[src/rtl/score_counter.sv]
// Score producer for the two-digit seven-segment score display.
// Hits queue points in a pending accumulator; one point per clock is credited
// to the score (binary plus BCD digits) until the score saturates at MAX_SCORE.
// Optional feature macro: SCORE_HISCORE_EN (best score since reset on hiscore).
module score_counter #(
  parameter int MAX_SCORE = 99,
  parameter int PEND_W    = 8
) (
  input  logic        clk,
  input  logic        rst,
  input  logic        start,
  input  logic        hit,
  input  logic [3:0]  hit_pts,
  input  logic        game_over,
  output logic [31:0] score,
  output logic [3:0]  tens,
  output logic [3:0]  ones,
  output logic        busy,
  output logic        saturated,
  output logic [31:0] hiscore
);

  typedef enum logic [1:0] {IDLE, RUN, OVER} state_t;

  localparam logic [6:0]      MAX7     = 7'(MAX_SCORE);
  localparam logic [PEND_W:0] PEND_MAX = {1'b0, {PEND_W{1'b1}}};

  state_t            state, state_nxt;
  logic [6:0]        score_r;
  logic [PEND_W-1:0] pend, pend_nxt;
  logic [PEND_W:0]   sum;
  logic              credit;

  // A credit happens whenever points are queued and there is room below the cap.
  assign credit = (pend != '0) && (score_r < MAX7);

  // Game control; start overrides game_over in every state.
  always_comb begin
    state_nxt = state;
    case (state)
      IDLE:    if (start) state_nxt = RUN;
      RUN:     if (start) state_nxt = RUN;
               else if (game_over) state_nxt = OVER;
      OVER:    if (start) state_nxt = RUN;
      default: state_nxt = IDLE;
    endcase
  end

  // Pending accumulator: drain one per credit, add accepted hits, clamp at all-ones.
  // Once saturated the queue is flushed and further hits are discarded.
  always_comb begin
    sum = {1'b0, pend} - {{PEND_W{1'b0}}, credit};
    if (state == RUN && hit && !saturated)
      sum = sum + {{(PEND_W-3){1'b0}}, hit_pts};
    pend_nxt = (sum > PEND_MAX) ? {PEND_W{1'b1}} : sum[PEND_W-1:0];
    if (saturated)
      pend_nxt = '0;
  end

  // State register.
  always_ff @(posedge clk) begin
    if (rst) state <= IDLE;
    else     state <= state_nxt;
  end

  // Score, digits, pending and flags; start clears the game (dropping any same-cycle hit).
  always_ff @(posedge clk) begin
    if (rst || start) begin
      score_r   <= '0;
      tens      <= '0;
      ones      <= '0;
      pend      <= '0;
      busy      <= 1'b0;
      saturated <= 1'b0;
    end else begin
      pend <= pend_nxt;
      busy <= (pend_nxt != '0);
      if (credit) begin
        score_r <= score_r + 7'd1;
        if (ones == 4'd9) begin
          ones <= 4'd0;
          tens <= tens + 4'd1;
        end else begin
          ones <= ones + 4'd1;
        end
        if (score_r + 7'd1 == MAX7)
          saturated <= 1'b1;
      end
    end
  end

  assign score = {25'd0, score_r};

`ifdef SCORE_HISCORE_EN
  logic [6:0] hi_r;

  // Best score since reset; a new game does not clear it.
  always_ff @(posedge clk) begin
    if (rst)                 hi_r <= '0;
    else if (score_r > hi_r) hi_r <= score_r;
  end

  assign hiscore = {25'd0, hi_r};
`else
  assign hiscore = '0;
`endif

endmodule

[config.mk]
export PLATFORM = sky130hd
export DESIGN_NAME = score_counter
export DESIGN_NICKNAME = d
export VERILOG_FILES = /design/src/rtl/score_counter.sv
export SDC_FILE = /design/constraint.sdc
export NUM_CORES = 1
export LEC_CHECK = 0
export CORE_ASPECT_RATIO = 0.75
export CORE_MARGIN = 2
export CORE_UTILIZATION = 41
export CTS_BUF_LIST = sky130_fd_sc_hd__clkbuf_16
export DETAILED_ROUTE_END_ITERATION = 6
export PLACE_DENSITY = 0.75
export SLEW_MARGIN = 20
export SYNTH_ARGS = -nofsm -noshare
export SYNTH_HDL_FRONTEND = slang
export SYNTH_SLANG_ARGS = --single-unit
[constraint.sdc]
create_clock -name clk -period 3.4 [get_ports clk]
set_clock_uncertainty 0.2 [all_clocks]
set_input_delay 0.34 -clock clk [delete_from_list [all_inputs] [get_ports clk]]
set_output_delay 0.34 -clock clk [all_outputs]
set_load 0.02 [all_outputs]
==> impl_metrics.ini <==
[setup_path]
reg2reg_slack_ns = 0.01
critPathLaunchType = flop
worst_setup_path_startpoint = score_r[1]
crit_buf_inv = 1
critPathCaptureType = flop
worst-setup-path-type = reg2reg
critical_path.reg2reg.startpoint = score_r[1]
crit_fanout = 5
cp_num_cells = 14
path_cells = a2111o_1, a32oi_2, ha_4, nand2b_4, o21a_1, nor2_2, inv_2, ha_4, nand3_4, a21o_1, a31oi_4, o211ai_1, o211a_1, nand4bb_1
critPathMaxStageDelay_ns = 0.43
arrival_time_worst_endpoint_ns = 3.32
number_of_cells_on_the_worst_reg_to_reg_path = 14
path_delay_family = compound AO/OA/AOI/OAI gates
timing.critical_path.required_ns = 3.33
critPathSlowestCell = sky130_fd_sc_hd__a2111o_1
critical-path-top-cell-by-count = sky130_fd_sc_hd__ha_4

[global_route]
grt_remaining_overflow = 0
grt_start_max_net_pins = 19
grt_pass1_wl_um = 6913
grt_pass1_vias = 1471
grt_antenna_before_repair = 0
global_route.usage.total = 0.1469

[cells_and_area]
register_area_um2 = 546.8
final_core_utilization = 0.4993
layout.cells.most_common_list = sky130_fd_sc_hd__conb_1, sky130_fd_sc_hd__clkdlybuf4s50_1, sky130_fd_sc_hd__dfxtp_1
layout.nets = 323
post_route_cells_drive_above_1_share = 0.1689
fillerInstances = 520
layout.cells.most_common = sky130_fd_sc_hd__conb_1
stdcell_count = 377
n_antenna_cell = 0
syn_to_final_growth_pct = 18.51
multi_input_comb_area_um2 = 1519

[job]
drv_cap = 0

[sta]
final_min_period_over_clock_period = 0.9957
maxClockFrequency_ghz = 0.2954
finalHoldViolations = 0
finalWorstPathRequiredPeriod_ns = 3.385
setup_viol_count_final = 0
fin_worst_hold_slack_ns = 0.3111
fin_tns_setup_ns = 0
grt_setup_unrepaired = true
timing.final.max_slew_violations = 0

[power]
power.ir.vdd_worst_uv = 709.3
design_power_total_w = 0.002918
p_leak_nw = 1.098
pd_cells_nw_per_um2 = 1104

[clocking]
clkLatencyLatePin_ns = 0.26
cts_sinks = 27
cts_made_buffers = 3
root_buffer = sky130_fd_sc_hd__clkbuf_16
cts_hold_repair.buffers = 0
clk_path_buf_depth = 2
path_clk_slew_ns = 0.06
cts_tree = yes
cts.htree.levels = 1

[floorplan]
core-area_um2 = 5295
io-pin-count = 83
die_width_um = 89.18
core.rowCount = 23
start_util = 0.4213
design.die.area_um2 = 6053
die-height_um = 67.88

[placement]
hpwlAfterDp_um = 3395
globalplace.congestion = 0.8408
post-place-cells = 372
numPortBuffers = 25

[logic_synthesis]
synth-edff-count = 0
syn_area_per_cell_um2 = 8.263
synthDistinctLibCells = 56
yosys_register_bits = 27
postSynthCellCount = 270
postSynth.topFlopCell = sky130_fd_sc_hd__dfxtp_1
synth-async-reset-ratio = 0
synth-warning-count = 0
syn_area_um2 = 2231
sequential_area_share_after_synthesis = 0.2423

[routing]
routed_wire_length_per_instance_um = 11.71
first_iter_violations = 97
drc_errors = 0
drt-vias-per-instance = 4.724
route.final.wire_length_um = 4416
detail_route.first_pass.iterations = 4
dr_total_vias = 1781
final_antenna_net_count = 0

[hold_path]
hold_path.class = reg2reg
hp-start = tens[3]
min_delay_path_depth = 2

[run_status]
outcome = complete, no violations
==> layout make-up <==
cell class,count,area share
Inverter,9,0.01278
Tap cell,75,0.03549
Sequential cell,27,0.2068
Multi-Input combinational cell,221,0.5745
Clock buffer,3,0.02840
Timing Repair Buffer,41,0.1401
Clock inverter,1,0.001893
==> synthesized netlist by cell type (all sizes together), types with 2 or more instances <==
library cell   n  area, um2
a211oi         3      22.52
a21oi         16      80.08
a31oi          4      40.04
a41oi          2      17.52
and3           3      18.77
buf           61      454.2
clkbuf         8      32.53
dfxtp         27      540.5
ha            10      125.1
inv            9      33.78
mux2i          2      20.02
nand2         12      45.04
nand2b         4      25.02
nand3          6      30.03
nand3b         2      15.01
nand4          6      37.54
nand4bb        2      22.52
nor2          24      90.09
nor2b          2      12.51
nor3           3      15.01
nor3b          2      26.28
nor4           4      25.02
o211a          2      20.02
o21ai         10      50.05
o31ai          2      15.01
or4b           2      23.77
xnor2          9      78.83
xor2          11      96.34
==> worst paths after layout <==
check,end
worst max-delay path,busy
worst min-delay path,tens[3]
worst max register to register,busy
worst min register to register,tens[3]
==> state kept, by name (all words and copies together) (netlist names) <==
register	cells
saturated	1
tens	4
ones	4
busy	1
pend	8
state	2
score_r	7
==> report_power, final <==
group	switching [W]	total (W)	internal, W	leakage, nW
registers	0.0000524	0.000437	0.000385	0.222
clock network	0.000102	0.000261	0.000158	0.0409
logic	0.00122	0.00222	0.000996	0.836
==> stage by stage <==
step                setup slack, ns  cell area, um2
floorplan                  0.007321            2479
global placement             0.1411            2434
detailed placement          0.04764            2434
CTS                        0.004540            2514
global route                -0.1708            2644
finish                      0.01456            2644
==> cells by family after synthesis <==
group	after synthesis	share of synthesized area
flops	27	0.2423
xor+xnor	20	0.07852
mux	3	0.01402
buf+inv	78	0.2333
simple gates	79	0.2075
compound gates	51	0.1576
fa+ha+maj	11	0.06506
other cells	1	0.001681
==> routing by layer <==
metal | wire, um | share of wire | track usage
met4 | 34 | 0.0077 | 0.03358
met5 | 0 | 0 | 0
met1 | 2173 | 0.49 | 0.2228
met3 | 197 | 0.045 | 0.02895
met2 | 2011 | 0.46 | 0.2130
==> worst min-delay path, delay by kind of cell (launching register included) <==
family / cells / cell delay, ns
simple gates: 1 / 0.07
flops: 1 / 0.34
xor+xnor: 1 / 0.07
==> timing repair <==
item                       in CTS  in global routing
gates resized for setup         0                 23
setup endpoints to repair       0                  7
buffers inserted                0                  1
hold endpoints to repair        0                  0
(Power assumes the default switching activity.)
